$ cat config.mk
export PLATFORM = sky130hd
export DESIGN_NAME = req_unit_gen
export DESIGN_NICKNAME = d
export VERILOG_FILES = /design/src/rtl/req_unit_gen.sv
export SDC_FILE = /design/constraint.sdc
export NUM_CORES = 1
export LEC_CHECK = 0
export BUFFER_PORTS_ARGS = -buffer_cell sky130_fd_sc_hd__buf_2
export CORE_MARGIN = 2
export CORE_UTILIZATION = 30
export DETAILED_ROUTE_END_ITERATION = 10
export PLACE_DENSITY = 0.48
export SETUP_SLACK_MARGIN = 0.02
export SYNTH_ARGS = -nofsm -noshare
export SYNTH_HDL_FRONTEND = slang
export SYNTH_SLANG_ARGS = --single-unit
$ cat constraint.sdc
create_clock -name CLK -period 1.7 [get_ports CLK]
set_input_delay 0.085 -clock CLK [delete_from_list [all_inputs] [get_ports CLK]]
set_output_delay 0.085 -clock CLK [all_outputs]
set_load 0.02 [all_outputs]
$ cat src/rtl/req_unit_gen.sv
// Memory request unit: issues instruction fetches, latches one data request per
// fetch, optionally holds fetch while data is pending, times out stuck requests.
module req_unit_gen #(
  parameter int CNT_W   = 32,
  parameter int TO_W    = 8,
  parameter int TIMEOUT = 200,
  parameter int IHOLD   = 1
) (
  input  logic             CLK,
  input  logic             nRST,
  input  logic             DatRead,
  input  logic             DatWrite,
  input  logic             ihit,
  input  logic             dhit,
  input  logic             halt,
  input  logic             flush,
  output logic             ReqiREN,
  output logic             ReqdREN,
  output logic             ReqdWEN,
  output logic             busy,
  output logic             halted,
  output logic             timeout_err,
  output logic [CNT_W-1:0] icount,
  output logic [CNT_W-1:0] dcount
);

  typedef enum logic [1:0] {
    RUN  = 2'd0,
    DATA = 2'd1,
    HALT = 2'd2
  } state_t;

  localparam logic [TO_W-1:0]  TO_LIMIT = TO_W'(TIMEOUT);
  localparam logic [TO_W-1:0]  TO_ONE   = TO_W'(1);
  localparam logic [CNT_W-1:0] CNT_ONE  = CNT_W'(1);
  localparam logic             HOLD_I   = (IHOLD != 0);

  state_t          state, nextState;
  logic            nextREN, nextWEN, nextErr;
  logic [TO_W-1:0] toCnt, nextTo;
  logic            incI, incD;
  logic            dataOp, fetchOk;

  assign dataOp = DatRead | DatWrite;
  assign busy   = (state == DATA);
  assign halted = (state == HALT);

  always_ff @(posedge CLK or negedge nRST) begin
    if (!nRST) begin
      state       <= RUN;
      ReqdREN     <= 1'b0;
      ReqdWEN     <= 1'b0;
      timeout_err <= 1'b0;
      toCnt       <= '0;
      icount      <= '0;
      dcount      <= '0;
    end else begin
      state       <= nextState;
      ReqdREN     <= nextREN;
      ReqdWEN     <= nextWEN;
      timeout_err <= nextErr;
      toCnt       <= nextTo;
      if (incI) icount <= icount + CNT_ONE;
      if (incD) dcount <= dcount + CNT_ONE;
    end
  end

  always_comb begin
    nextState = state;
    nextREN   = ReqdREN;
    nextWEN   = ReqdWEN;
    nextErr   = timeout_err;
    nextTo    = toCnt;
    incI      = 1'b0;
    incD      = 1'b0;
    ReqiREN   = 1'b0;
    fetchOk   = 1'b0;
    case (state)
      RUN: begin
        ReqiREN = 1'b1;
        if (ihit) incI = 1'b1;
        if (ihit && dataOp) begin
          // A write wins when the decoder flags both, so the two requests never overlap.
          nextState = DATA;
          nextREN   = DatRead & ~DatWrite;
          nextWEN   = DatWrite;
          nextTo    = '0;
        end else if (halt) begin
          nextState = HALT;
        end
      end
      DATA: begin
        ReqiREN = ~HOLD_I;
        fetchOk = ~HOLD_I & ihit;
        if (dhit) begin
          incD = 1'b1;
          incI = fetchOk;
          if (fetchOk && dataOp) begin
            nextREN = DatRead & ~DatWrite;
            nextWEN = DatWrite;
            nextTo  = '0;
          end else begin
            nextREN   = 1'b0;
            nextWEN   = 1'b0;
            nextState = halt ? HALT : RUN;
          end
        end else if (flush) begin
          // halt is deliberately not sampled here; the next RUN cycle decides.
          nextREN   = 1'b0;
          nextWEN   = 1'b0;
          nextState = RUN;
        end else begin
          incI = fetchOk;
          if (TIMEOUT != 0) begin
            nextTo = toCnt + TO_ONE;
            if (nextTo == TO_LIMIT) begin
              nextREN   = 1'b0;
              nextWEN   = 1'b0;
              nextErr   = 1'b1;
              nextState = halt ? HALT : RUN;
            end
          end
        end
      end
      HALT: begin
        nextState = HALT;
      end
      default: begin
        nextState = RUN;
      end
    endcase
  end

endmodule

==> flow_summary.json, run 1 <==
{
  "synth_top_area_frac": 0.529,
  "grt_pass1_vias": 2827,
  "worst_setup_path_start_kind": "register",
  "path_delay_family": "simple AND/OR/NAND/NOR gates",
  "io_pins": 78,
  "arrival_ps": 1890,
  "diodes": 0,
  "grt_max_degree": 78,
  "drtAntennaViolNets": 0,
  "yosys-top-cells-area": "dfrtp_1, xnor2_1, xor2_1",
  "multi_input_area_sq_um": 1820,
  "path_buf_inv": 1,
  "drt-initial-drc-count": 90,
  "synth_flop_cell": "dfrtp_1",
  "area_growth_syn_to_layout_pct": 47.4,
  "vias": 3047,
  "cp.required_ps": 1950,
  "insertion_delay_ps": 340,
  "cp_slowest_cell": "or3_1",
  "pre_cts_ws_ps": -49.4,
  "drive_gt1_frac": 0.463,
  "nFillCells": 1158,
  "synth_edf_count": 0,
  "slew_viol_final": 0,
  "drc": 0,
  "finalHoldViolCount": 0,
  "synth_area_sq_um": 3640,
  "antenna_found_initial": 0,
  "vdd_drop_max_v": 0.000406,
  "dp_hpwl_um": 6180,
  "cp_max_fo": 10,
  "fin_crit_sh": 0.966,
  "setup_viol": 0,
  "firstDrtPassIters": 4,
  "slowest_delay_ps": 480,
  "grt_usage": 0.138,
  "synthArstFlopShare": 1.00,
  "viasPerCell": 4.72,
  "maxCapViolations": 0,
  "yosys.area.top_type": "dfrtp_1",
  "htree_num_levels": 3,
  "core_area_sq_um": 11900,
  "die_w_um": 114,
  "p_leak_nw": 2.70,
  "end_kind": "register",
  "hold_class": "input pin to register",
  "synth_cells": 328,
  "routabilityCongestion": 0.769,
  "overflow": 0,
  "die_h_um": 114,
  "status": "completed",
  "wl_per_cell_um": 13.8,
  "fmax_mhz": 609,
  "final_core_util": 0.450,
  "avgSynthCellArea_sq_um": 11.1,
  "cts.sinks": 77,
  "initial_core_util": 0.306,
  "synth.distinct_cells": 43,
  "cts.path.max_buffers": 2,
  "die-area_sq_um": 13000,
  "num_rows": 40,
  "tightest_slew_ps": 443,
  "cp_cell_sequence": "nand2b_4 > buf_12 > or3_1 > a21oi_1 > o21ai_0 > o31ai_1",
  "setup_slack_ps": 58.4,
  "synth-seq-cells": 77,
  "syn-num-nets": 340,
  "nNetsFinal": 506,
  "maxSlewHeadroom": 0.705,
  "clk_pin_slew_ps": 60,
  "portBuffers": 77,
  "cts_buffers": 9,
  "holdWs_ps": 53.7,
  "critical_path_class": "register to register",
  "rsz0062_at_grt": "true",
  "skew_ps": 6.30,
  "cts_tree": "yes",
  "clockRootBuffer": "clkbuf_16",
  "yosysSeqAreaShare": 0.529,
  "wl_um": 8950,
  "p_per_area_nw_per_um2": 961,
  "period_minus_slack_ps": 1640,
  "yosysWarnings": 0,
  "seqCellArea_sq_um": 1950,
  "grt_pass1_wl_um": 14000
}
[cell usage after synthesis, types with 2 or more instances]
| library cell | count |
|---|---|
| nor3_1 | 5 |
| clkbuf_1 | 2 |
| nor4_1 | 2 |
| nand2_1 | 34 |
| inv_1 | 7 |
| a21oi_1 | 5 |
| nor4_2 | 3 |
| a22oi_1 | 3 |
| nand4_1 | 12 |
| nor4_4 | 2 |
| nand2b_1 | 3 |
| nor3_2 | 6 |
| nor2_1 | 18 |
| mux2_2 | 2 |
| ha_1 | 4 |
| buf_2 | 2 |
| o21ai_0 | 15 |
| o22ai_1 | 2 |
| and4_1 | 7 |
| nand3_1 | 21 |
| dfrtp_1 | 77 |
| o21a_1 | 2 |
| and2_1 | 4 |
| xor2_1 | 18 |
| and3_1 | 5 |
| xnor2_1 | 46 |
| nand3_2 | 4 |
| or3_1 | 2 |
[tightest hold or removal path, delay by kind of cell]
kind / cells / cell delay (ps)
buffers and inverters: 1 / 110
and+or+nand+nor: 1 / 70
AOI/OAI and AO/OA: 1 / 80
[repair_timing]
action                                  in CTS  in global routing
pin swaps                                    6                 19
buffers inserted                             4                 18
resized for setup                            9                 24
endpoints found under the hold margin       77                  0
endpoints found under the setup margin       7                 43
hold buffers                                 1                  0
[cell families after synthesis]
family	share of synthesized area
and+or+nand+nor	0.229
DFF	0.529
xor gates and xnor gates	0.154
AOI/OAI and AO/OA	0.0519
buffers and inverters	0.0162
adders and majority gates	0.0138
muxes	0.00619
[through the flow]
stage                     cell area (sq um)  instances  setup TNS (ps)  total power [mW]
final                                  5360        646               0              5.15
after global routing                   5360        646            -154              5.40
after CTS                              5120        628               0              5.16
after detailed placement               4730        607           -72.4              3.05
after global placement                 4730        607               0              3.03
after floorplan                        3720        328           -4.96              2.60
[state kept, by name, indices dropped and copies added (netlist names)]
| signal | cells |
|---|---|
| icount | 32 |
| dcount | 32 |
| ReqdREN | 1 |
| timeout_err | 1 |
| state | 2 |
| ReqdWEN | 1 |
| toCnt | 8 |
[routing by layer]
layer | global-route usage | routed length [um] | part of all wire | vias up
met5 | 0 | 0 | 0 | -
met4 | 0.0626 | 177 | 0.020 | 0
met3 | 0.0312 | 307 | 0.034 | 15
met2 | 0.220 | 4310 | 0.48 | 54
met1 | 0.180 | 4150 | 0.46 | 1507
li1 | - | - | - | 1471
[area by class of cell]
cell class              count  area share
flip-flops and latches     77       0.363
repair buffers            160       0.199
well taps                 147      0.0343
clock buffers              11      0.0434
multi-input cells         238       0.339
inverters                   8     0.00700
clock inverters             5      0.0140
[where the power goes]
part	switching [mW]	internal (mW)
clock	0.757	1.28
combinational	0.568	0.470
sequential	0.110	1.97
total	1.43	3.72
[cell usage in the layout (no fill, tap or decap), drive strengths merged, types with 3 or more instances in the layout]
cell,instances
xnor2,46
and2,4
nor2,18
nand3,26
nand2,34
clkinv,3
clkbuf,11
nand2b,3
inv,8
dfrtp,77
and4,8
ha,4
o21ai,15
nor4,7
a22oi,3
buf,159
and3,5
nand4,13
xor2,18
a21oi,5
nor3,11
[final timing paths]
path / from / end / slack, ps / cells past startpoint
worst max-delay path: state[1]$_DFFE_PN0P_ / toCnt[3]$_DFFE_PN0P_ / 60 / 6
worst min-delay path: DatWrite / ReqdWEN$_DFFE_PN0P_ / 50 / 3
worst max register to register: state[1]$_DFFE_PN0P_ / toCnt[3]$_DFFE_PN0P_ / 60 / 6
worst min register to register: dcount[31]$_DFFE_PN0P_ / dcount[31]$_DFFE_PN0P_ / 470 / 1
max in group asynchronous: nRST / dcount[7]$_DFFE_PN0P_ / 1010 / 3
min in group asynchronous: nRST / icount[4]$_DFFE_PN0P_ / 300 / 3
Power figures use the tool's default switching activity.
==> run 2: changes to the inputs <==
Settings changed: CELL_PAD_IN_SITES_DETAIL_PLACEMENT set to 0, CELL_PAD_IN_SITES_GLOBAL_PLACEMENT set to 1, PLACE_DENSITY 0.48 to 0.59.
==> flow_summary.json, run 2 (synthesis results as in run 1) <==
{
  "tightest_slew_ps": 374,
  "drtAntennaViolNets": 0,
  "p_per_area_nw_per_um2": 974,
  "skew_ps": 10.7,
  "seqPwrFrac": 0.417,
  "worst_setup_path_start_kind": "register",
  "p_sw_frac": 0.276,
  "cts.path.max_buffers": 2,
  "status": "completed",
  "arrival_ps": 1890,
  "die_w_um": 114,
  "cts_tree": "yes",
  "path_delay_family": "simple AND/OR/NAND/NOR gates",
  "initial_core_util": 0.306,
  "firstDrtPassIters": 4,
  "pre_cts_ws_ps": -18.8,
  "grt_pass1_wl_um": 14000,
  "drc": 0,
  "cts_buffers": 9,
  "rsz0062_at_grt": "true",
  "drt-initial-drc-count": 91,
  "fin_area_sq_um": 5200,
  "largest_registers": "dcount (32), icount (32), toCnt (8)",
  "drive_gt1_frac": 0.449,
  "crit_top_cell": "nand4_1",
  "p_clk_frac": 0.407,
  "finalHoldViolCount": 0,
  "wl_per_cell_um": 13.6,
  "internal_power_mw": 3.67,
  "final_cell_mix": "buf_2, buf_4, dfrtp_1",
  "vias": 2871,
  "cp_cell_sequence": "nor3b_4 > nand4_1 > nor4_2 > buf_4 > nand4_1 > xnor2_1",
  "path_buf_inv": 1,
  "htree_num_levels": 3,
  "cp_slowest_cell": "dfrtp_1",
  "cts.sinks": 77,
  "cp.required_ps": 1930,
  "die-area_sq_um": 13000,
  "power_frac_comb": 0.177,
  "clockRootBuffer": "clkbuf_16",
  "grt_usage": 0.138,
  "wl_um": 8570,
  "fmax_mhz": 603,
  "clk_pin_slew_ps": 60,
  "dpl-instance-area_sq_um": 4720,
  "maxCapViolations": 0,
  "nFillCells": 1170,
  "fin_crit_sh": 0.975,
  "end_kind": "register",
  "die_h_um": 114,
  "vdd_drop_max_v": 0.000493,
  "nNetsFinal": 490,
  "p_leak_nw": 2.57,
  "viasPerCell": 4.56,
  "routabilityCongestion": 0.741,
  "antenna_found_initial": 0,
  "core_area_sq_um": 11900,
  "setup_viol": 0,
  "diodes": 0,
  "period_minus_slack_ps": 1660,
  "insertion_delay_ps": 340,
  "maxSlewHeadroom": 0.751,
  "io_pins": 78,
  "grt_pass1_vias": 2892,
  "area_growth_syn_to_layout_pct": 42.9,
  "slowest_delay_ps": 400,
  "grt_max_degree": 41,
  "power_switching_mw": 1.40,
  "final_common_cell": "buf_2",
  "setup_slack_ps": 41.9,
  "hold_class": "input pin to register",
  "critical_path_class": "register to register",
  "num_rows": 40,
  "portBuffers": 77,
  "dp_hpwl_um": 6360,
  "cp_max_fo": 3,
  "slew_viol_final": 0,
  "overflow": 0
}
[run 2: cell types whose count changed in the layout (fill, tap and decap cells not counted), sizes merged]
cell | before | now
buf | 159 | 143
[run 2: repair_timing]
action	4_1_cts	5_1_grt
endpoints found under the setup margin	1	44
buffers inserted	0	5
gates resized for setup	1	30
hold buffers	1	0
pin swaps	0	19
endpoints found under the hold margin	59	0
cloned	0	0
[run 2: per-layer routing]
layer  track usage  part of all wire  vias up  wire (um)
met2         0.220              0.48       38       4140
met3        0.0265             0.028        9        244
met5             0                 0        -          0
met1         0.178              0.47     1374       4020
met4        0.0756             0.019        0        161
li1              -                 -     1450          -
[run 2: cell type report]
cell class	count	area (sq um)	area share
well taps	147	184	0.0354
clock inverters	5	75.1	0.0144
flip-flops and latches	77	1950	0.374
multi-input cells	238	1800	0.345
clock buffers	11	243	0.0467
inverters	8	37.5	0.00722
repair buffers	144	921	0.177
[run 2: path summary, 6_finish.rpt]
| kind | start | end | slack [ps] | cells past startpoint |
|---|---|---|---|---|
| worst max register to register | state[0]$_DFFE_PN0P_ | icount[31]$_DFFE_PN0P_ | 40 | 6 |
| worst max-delay path | state[0]$_DFFE_PN0P_ | icount[31]$_DFFE_PN0P_ | 40 | 6 |
| worst min-delay path | DatWrite | ReqdWEN$_DFFE_PN0P_ | 80 | 3 |
| max in group asynchronous | nRST | dcount[13]$_DFFE_PN0P_ | 960 | 3 |
| worst min register to register | dcount[31]$_DFFE_PN0P_ | dcount[31]$_DFFE_PN0P_ | 460 | 1 |
| min in group asynchronous | nRST | toCnt[7]$_DFFE_PN0P_ | 180 | 2 |
[run 2: tightest hold or removal path, delay by kind of cell]
family	cells	cell delay (ps)
AO/OA/AOI/OAI	1	80
AND/OR/NAND/NOR	1	90
buffers and inverters	1	110
[run 2: power by group through the flow]
stage / registers [mW] / logic [mW] / clock network, mW
2_1_floorplan: 2.28 / 0.313 / 0
3_3_place_gp: 2.13 / 0.880 / 0
3_5_place_dp: 2.13 / 0.886 / 0
4_1_cts: 2.10 / 0.891 / 2.13
5_1_grt: 2.13 / 0.980 / 2.21
6_report: 2.11 / 0.895 / 2.06
[run 2: through the flow]
step / total power, mW / util / hold WS (ps) / TNS [ps] / std cells
global route: 5.33 / 0.437 / 99.6 / -500 / 630
CTS: 5.12 / 0.425 / 64.9 / 0 / 625
finish: 5.07 / 0.437 / 79.6 / 0 / 630
floorplan: 2.60 / - / -211 / -4.96 / 328
detailed placement: 3.02 / 0.397 / 3.20 / -18.8 / 608
global placement: 3.01 / 0.397 / 2.09 / -10.1 / 608
